[config.mk]
export PLATFORM = sky130hd
export DESIGN_NAME = dmem_arbiter
export DESIGN_NICKNAME = d
export VERILOG_FILES = /design/src/rtl/dmem_arbiter.sv
export SDC_FILE = /design/constraint.sdc
export NUM_CORES = 1
export LEC_CHECK = 0
export BUFFER_PORTS_ARGS = -buffer_cell sky130_fd_sc_hd__buf_2
export CORE_MARGIN = 1
export CORE_UTILIZATION = 35
export DETAILED_ROUTE_END_ITERATION = 10
export GPL_ROUTABILITY_DRIVEN = 0
export HOLD_SLACK_MARGIN = 0.05
export PLACE_DENSITY_LB_ADDON = 0.12
export SLEW_MARGIN = 20
export SYNTH_ARGS = -nofsm -noshare
export SYNTH_HDL_FRONTEND = slang
export SYNTH_SLANG_ARGS = --single-unit
export TNS_END_PERCENT = 10
[constraint.sdc]
create_clock -name clock -period 1.5 [get_ports clock]
set_clock_uncertainty 0.15 [all_clocks]
set_input_delay 0.075 -clock clock [delete_from_list [all_inputs] [get_ports clock]]
set_output_delay 0.075 -clock clock [all_outputs]
set_load 0.005 [all_outputs]
[src/rtl/dmem_arbiter.sv]
// Two-port arbiter and single-cycle access sequencer for the 4096 x 20-bit data memory.
// Optional feature macro: DMEM_ARB_RR_EN (round-robin on IDLE ties; fixed A-over-B otherwise).
module dmem_arbiter #(
    parameter int ADDR_W = 12,
    parameter int DATA_W = 20
) (
    input  logic              clock,
    input  logic              reset_n,
    input  logic              ReqA,
    input  logic              ReqB,
    input  logic              WriteA,
    input  logic              WriteB,
    input  logic [ADDR_W-1:0] AddrA,
    input  logic [ADDR_W-1:0] AddrB,
    input  logic [DATA_W-1:0] WDataA,
    input  logic [DATA_W-1:0] WDataB,
    output logic              AckA,
    output logic              AckB,
    output logic [DATA_W-1:0] RDataA,
    output logic [DATA_W-1:0] RDataB,
    output logic              GrantA,
    output logic              GrantB,
    output logic              Busy,
    output logic [ADDR_W-1:0] MemAddress,
    output logic [DATA_W-1:0] MemDataInput,
    output logic              MemLoadEnable,
    output logic              MemWriteEnable,
    input  logic [DATA_W-1:0] MemDataOutput
);

    typedef enum logic [1:0] {
        S_IDLE   = 2'd0,
        S_ACCESS = 2'd1,
        S_DONE   = 2'd2
    } state_t;

    typedef struct packed {
        logic              req;
        logic              wr;
        logic [ADDR_W-1:0] addr;
        logic [DATA_W-1:0] wdata;
    } port_req_t;

    // Port index 0 is A, 1 is B.
    port_req_t [1:0] port;
    assign port[0] = {ReqA, WriteA, AddrA, WDataA};
    assign port[1] = {ReqB, WriteB, AddrB, WDataB};

    state_t                   state_q, state_d;
    logic                     gnt_q, gnt_d;
    logic                     last_q, last_d;
    logic [1:0]               ack_q, ack_d;
    logic [1:0][DATA_W-1:0]   rdata_q, rdata_d;
    logic [1:0]               grant;
    logic                     tie_pick;
    logic                     idle_pick;
    port_req_t                sel;

`ifdef DMEM_ARB_RR_EN
    assign tie_pick = ~last_q;
`else
    assign tie_pick = 1'b0;
`endif

    // With only one requester it wins outright; ties go to the policy pick.
    assign idle_pick = (port[0].req & port[1].req) ? tie_pick : port[1].req;

    always_comb begin
        state_d        = state_q;
        gnt_d          = gnt_q;
        last_d         = last_q;
        ack_d          = '0;
        rdata_d        = rdata_q;
        grant          = '0;
        sel            = port[gnt_q];
        MemAddress     = '0;
        MemDataInput   = '0;
        MemLoadEnable  = 1'b0;
        MemWriteEnable = 1'b0;
        case (state_q)
            S_IDLE: begin
                if (port[0].req | port[1].req) begin
                    gnt_d   = idle_pick;
                    state_d = S_ACCESS;
                end
            end
            S_ACCESS: begin
                MemAddress     = sel.addr;
                MemDataInput   = sel.wdata;
                MemLoadEnable  = ~sel.wr;
                // Gating with reset keeps an aborted write from landing.
                MemWriteEnable = sel.wr & reset_n;
                grant[gnt_q]   = 1'b1;
                if (!sel.wr) begin
                    rdata_d[gnt_q] = MemDataOutput;
                end
                ack_d[gnt_q] = 1'b1;
                last_d       = gnt_q;
                state_d      = S_DONE;
            end
            S_DONE: begin
                // The port just served still holds Req this cycle, so only the other one may win.
                if (port[~gnt_q].req) begin
                    gnt_d   = ~gnt_q;
                    state_d = S_ACCESS;
                end else begin
                    state_d = S_IDLE;
                end
            end
            default: state_d = S_IDLE;
        endcase
    end

    always_ff @(posedge clock) begin
        if (!reset_n) begin
            state_q <= S_IDLE;
            gnt_q   <= 1'b0;
            last_q  <= 1'b1;
            ack_q   <= '0;
            rdata_q <= '0;
        end else begin
            state_q <= state_d;
            gnt_q   <= gnt_d;
            last_q  <= last_d;
            ack_q   <= ack_d;
            rdata_q <= rdata_d;
        end
    end

    assign AckA   = ack_q[0];
    assign AckB   = ack_q[1];
    assign RDataA = rdata_q[0];
    assign RDataB = rdata_q[1];
    assign GrantA = grant[0];
    assign GrantB = grant[1];
    assign Busy   = (state_q != S_IDLE);

endmodule
==> results.py, run 1 <==
metrics = {
    "die": {
        "fp.dieArea_mm2": 0.006287,
        "core.rowCount": 27,
        "die_h_um": 79.29,
        "core-area_mm2": 0.005642,
        "start_util_pct": 37.06,
        "die-width_um": 79.29,
        "io_pins": 169,
    },
    "layout": {
        "multiInputGateArea_mm2": 0.001070,
        "n_antenna_cell": 0,
        "nFillCells": 496,
        "nNetsFinal": 503,
        "seq_area_um2": 907.1,
        "mostFrequentLayoutCell": "buf_2",
        "mostFrequentLayoutCells": "167 x buf_2, 61 x nand2_1, 43 x mux2i_1, 42 x dfxtp_1, 32 x a22o_1",
        "drive_gt1_share_pct": 48.31,
        "area_growth_pct": 67.38,
    },
    "timing": {
        "holdWs_ns": 0.1137,
        "setup_viol": 35,
        "slew_headroom_pct": 77.07,
        "rsz0062_at_grt": "true",
        "drv_slew": 0,
        "final.setup.worst_slack_ns": -0.2675,
        "tightestPinTransition_ns": 0.3353,
        "fin_crit_ns": 1.767,
        "finalHoldViolations": 0,
        "max_freq_mhz": 565.8,
        "fin_crit_sh_pct": 117.8,
    },
    "power": {
        "power.density_mw_per_mm2": 792.6,
        "power_switching_w": 0.0006475,
        "clkPwrFrac_pct": 33.4,
        "seqPwrFrac_pct": 45.1,
        "total_power_w": 0.002774,
        "vdd_ir_drop_max_uv": 546.9,
        "p_comb_share_pct": 21.4,
        "p_int_w": 0.002126,
        "cellLeakagePower_nw": 1.954,
        "switching_share_pct": 23.34,
    },
    "critical_path": {
        "start_kind": "register",
        "cp_data_required_time_ns": 1.27,
        "ff2ff_path_depth": 2,
        "path_max_fanout": 8,
        "end_kind": "output pin",
        "critPathKind": "reg -> out",
        "crit_arrival_ns": 1.54,
    },
    "clock_network": {
        "clkSlewWorstSetupHoldPaths_ns": 0.08,
        "cts_root_buf": "clkbuf_8",
        "clkLatencyLatePin_ns": 0.29,
        "numCtsBuffers": 5,
        "clk_path_buf_depth": 2,
        "cts_sinks": 45,
        "cts_tree": "done",
        "cts_max_level": 2,
    },
    "detailed_routing": {
        "vias": 2300,
        "drc": 0,
        "wirelength_mm": 6.567,
        "drtIter0Drc": 60,
        "viasPerCell": 4.733,
        "postRouteAntennaNets": 0,
        "routedWlPerCell_um": 13.51,
        "dr.pass1.iters": 4,
    },
    "min_path": {
        "hold_class": "in -> reg",
        "whs_path_depth": 3,
    },
    "synthesis": {
        "synth_nets": 309,
        "syn_area_per_cell_um2": 9.547,
        "synth.distinct_cells": 20,
        "ys_ff_latch": 45,
        "yosys_warnings": 0,
        "netlist_area_mm2": 0.002091,
        "synth_cells": 219,
        "ys_seq_area_share_pct": 43.09,
    },
    "global_routing": {
        "grt_max_degree": 39,
        "grt_pass1_wl_mm": 9.287,
        "track_usage_pct": 19.20,
        "antenna_found_initial": 0,
        "overflow": 0,
        "grt_pass1_vias": 2011,
    },
    "place": {
        "port_buffers": 168,
        "pre_cts_slack_ns": 0.03840,
        "dpl.hpwl_mm": 4.593,
    },
    "status": {
        "outcome": "finished, violations left",
        "violations": "setup timing",
    },
    "job": {
        "max_cap_violations": 0,
    },
}
area by class of cell:
| cell class | count | share of cell area (%) |
|---|---|---|
| clock buffer | 7 | 2.467 |
| clock inverter | 1 | 0.8581 |
| inverter | 3 | 0.3218 |
| multi-input combinational | 150 | 30.57 |
| sequential | 45 | 25.92 |
| tap | 72 | 2.574 |
| timing repair buffer | 208 | 37.29 |
worst paths after layout:
| path | start | to | slack [ns] |
|---|---|---|---|
| worst max register to register | gnt_q | RDataA[4] | 0.11 |
| worst min register to register | RDataA[0] | RDataA[0] | 0.31 |
| worst min-delay path | WriteA | RDataA[0] | 0.11 |
| worst max-delay path | state_q[1] | MemDataInput[2] | -0.27 |
cells in the mapped netlist:
cell	n	area, um^2
nand2_1	61	229.0
dfxtp_1	45	900.9
mux2i_1	43	430.4
a22o_1	32	280.3
clkbuf_1	9	33.78
buf_2	8	40.04
nor2_1	4	15.01
buf_6	3	33.78
inv_1	3	11.26
a2111oi_0	1	8.760
a221oi_1	1	8.760
and3b_2	1	10.01
buf_4	1	7.510
nand2b_1	1	6.260
nand3b_1	1	7.510
nand4bb_1	1	11.26
nor3b_2	1	12.51
nor4b_4	1	23.77
or2_2	1	6.260
or4b_4	1	13.76
what timing repair did:
item / 4_1_cts / 5_1_grt
endpoints found under the setup margin: 36 / 36
pin swaps: 0 / 30
resized for setup: 3 / 5
hold buffers: 23 / 0
buffers inserted: 0 / 2
hold endpoints to repair: 45 / 0
gates cloned: 0 / 3
flip-flops by register name (all words and copies together), names as in the netlist:
name / cells
RDataA: 20
RDataB: 20
ack_q: 2
state_q: 2
gnt_q: 1
worst max-delay path: stages (launching register included):
cell,delay [ns]
dfxtp_4,0.37
buf_6,0.12
nor3b_4,0.22
buf_6,0.15
clkbuf_16,0.14
a22o_1,0.13
buf_2,0.11
metal layers:
metal / GRT usage [%] / vias up / part of all wire, %
met5: 0 / - / 0
met4: 7.818 / 0 / 1.7
met3: 4.943 / 8 / 6.2
met2: 36.03 / 89 / 53
met1: 20.07 / 1055 / 39
li1: - / 1148 / -
power by group through the flow:
| stage | Clock (W) | Sequential, W | Combinational [W] |
|---|---|---|---|
| final | 0.000928 | 0.00125 | 0.000594 |
| after floorplan | 0 | 0.00128 | 0.000236 |
| after global routing | 0.00101 | 0.00126 | 0.000648 |
| after CTS | 0.000959 | 0.00125 | 0.000550 |
| after global placement | 0 | 0.00128 | 0.000499 |
| after detailed placement | 0 | 0.00128 | 0.000503 |
cells by family (layout without fill, tap and decap cells):
| group | after synthesis | in the layout | synth area share (%) |
|---|---|---|---|
| and+or+nand+nor | 73 | 73 | 16.04 |
| DFF | 45 | 45 | 43.09 |
| muxes | 43 | 43 | 20.59 |
| AOI/OAI and AO/OA | 34 | 34 | 14.24 |
| buffers and inverters | 24 | 219 | 6.044 |
stage by stage:
stage	area (um^2)	setup TNS, ns	std cells	util (%)
6_report	3500	-8.024	486	62.03
5_1_grt	3500	-11.06	486	62.03
4_1_cts	3403	-7.419	481	60.32
3_5_place_dp	3053	0	450	54.11
3_3_place_gp	3053	0	450	54.11
2_1_floorplan	2091	0	219	-
(Power assumes the default switching activity.)
==> run 2: changes to the inputs <==
CORE_UTILIZATION = 30   (was 35)
REMOVE_ABC_BUFFERS = 1   (was not set)
==> run 2 against run 1 <==
  * Count of clock-buffer cells in the layout unchanged
  * Via count shrank 1.0%
  * Die area rose by 16%
  * Largest power group unchanged
  * Combinational power increased by 3.5%
  * Worst hold slack better by 0.030 ns
  * First-iteration DRC count grew 63%
  * Setup slack improved by 0.032 ns
  * The run still ends with setup timing left
  * Utilization decreased by 9.8 points
==> results.py, run 2 (synthesis results as in run 1) <==
metrics = {
    "critical_path": {
        "crit_arrival_ns": 1.51,
        "end_kind": "output pin",
        "path_max_fanout": 16,
        "critPathKind": "reg -> out",
        "start_kind": "register",
        "ff2ff_path_depth": 4,
        "cp_data_required_time_ns": 1.27,
    },
    "clock_network": {
        "clkSlewWorstSetupHoldPaths_ns": 0.08,
        "cts_tree": "done",
        "cts_sinks": 45,
        "cts_max_level": 2,
        "clkLatencyLatePin_ns": 0.29,
        "clk_path_buf_depth": 2,
        "cts_root_buf": "clkbuf_8",
        "numCtsBuffers": 5,
    },
    "detailed_routing": {
        "vias": 2277,
        "postRouteAntennaNets": 0,
        "viasPerCell": 4.600,
        "routedWlPerCell_um": 14.13,
        "drc": 0,
        "wirelength_mm": 6.994,
        "dr.pass1.iters": 4,
        "drtIter0Drc": 98,
    },
    "layout": {
        "mostFrequentLayoutCell": "buf_2",
        "area_growth_pct": 68.82,
        "mostFrequentLayoutCells": "167 x buf_2, 61 x nand2_1, 43 x mux2i_1, 42 x dfxtp_1, 32 x a22o_1",
        "n_antenna_cell": 0,
        "drive_gt1_share_pct": 48.67,
        "nNetsFinal": 505,
    },
    "die": {
        "die_h_um": 85.48,
        "start_util_pct": 30.94,
        "fp.dieArea_mm2": 0.007307,
        "core-area_mm2": 0.006756,
        "die-width_um": 85.48,
        "core.rowCount": 30,
        "io_pins": 169,
    },
    "power": {
        "vdd_ir_drop_max_uv": 491.2,
        "cellLeakagePower_nw": 1.958,
        "power.density_mw_per_mm2": 740.1,
    },
    "min_path": {
        "hold_class": "in -> reg",
        "whs_path_depth": 4,
    },
    "status": {
        "outcome": "finished, violations left",
        "violations": "setup timing",
    },
    "timing": {
        "finalSetupTns_ns": -6.825,
        "rsz0062_at_grt": "true",
        "final.setup.worst_slack_ns": -0.2358,
        "fin_crit_ns": 1.736,
        "holdWs_ns": 0.1437,
        "fin_crit_sh_pct": 115.7,
        "slew_headroom_pct": 75.99,
        "tightestPinTransition_ns": 0.3511,
        "setup_viol": 50,
        "max_freq_mhz": 576.1,
        "finalHoldViolations": 0,
        "drv_slew": 0,
    },
    "global_routing": {
        "antenna_found_initial": 0,
        "track_usage_pct": 18.55,
        "grt_pass1_wl_mm": 10.34,
        "grt_max_degree": 46,
        "grt_pass1_vias": 2064,
        "overflow": 0,
    },
    "place": {
        "port_buffers": 168,
        "pre_cts_slack_ns": 0.04977,
        "dpl.hpwl_mm": 5.068,
    },
    "job": {
        "max_cap_violations": 0,
    },
}
==> run 2: changes by cell type in the layout (fill, tap and decap cells not counted), sizes merged <==
cell,delta
buf,+4
clkbuf,-2
bufinv,-1
==> run 2: area by class of cell <==
type,instances,area [um^2]
inverter,3,11.26
multi-input combinational,150,1086
sequential,45,904.6
fill,624,3227
timing repair buffer,210,1341
clock buffer,7,86.33
tap,80,100.1
==> run 2: path summary, 6_finish.rpt <==
check	start	to	slack [ns]
min	WriteA	RDataA[8]	0.14
max reg2reg	state_q[1]	RDataA[3]	-0.03
max	gnt_q	MemAddress[2]	-0.24
min reg2reg	RDataA[8]	RDataA[8]	0.31
==> run 2: metal layers <==
layer  vias up  routed length (um)  global-route usage [%]
met5         -                   0                       0
met4         0                  22                   4.545
met3         2                 449                   4.377
met2        96                3787                   36.29
met1      1025                2735                   19.77
li1       1154                   -                       -
==> run 2: timing repair <==
action / 4_1_cts / 5_1_grt
setup buffers: 5 / 1
setup endpoints to repair: 35 / 56
pin swaps: 10 / 11
hold buffers: 23 / 0
hold endpoints to repair: 45 / 0
cloned: 2 / 0
gates resized for setup: 8 / 4
==> run 2: stage by stage <==
stage / power (W) / instances / area, um^2 / utilization [%]
final: 0.002612 / 495 / 3530 / 52.24
after global routing: 0.002773 / 495 / 3530 / 52.24
after CTS: 0.002640 / 494 / 3511 / 51.96
after detailed placement: 0.001783 / 457 / 3073 / 45.48
after global placement: 0.001779 / 457 / 3073 / 45.48
after floorplan: 0.001473 / 198 / 1976 / -
==> run 2: critical path, cell delays in order, from the launching register on <==
cell	delay [ns]
dfxtp_2	0.34
buf_6	0.12
nor3b_4	0.21
buf_4	0.16
buf_16	0.13
a22o_1	0.15
buf_2	0.11
==> run 2: where the power goes <==
| part | total (W) | switching (W) | internal [W] |
|---|---|---|---|
| sequential | 0.00125 | 0.0000188 | 0.00123 |
| combinational | 0.000615 | 0.000247 | 0.000369 |
| clock | 0.000748 | 0.000382 | 0.000366 |
| total | 0.00261 | 0.000648 | 0.00196 |
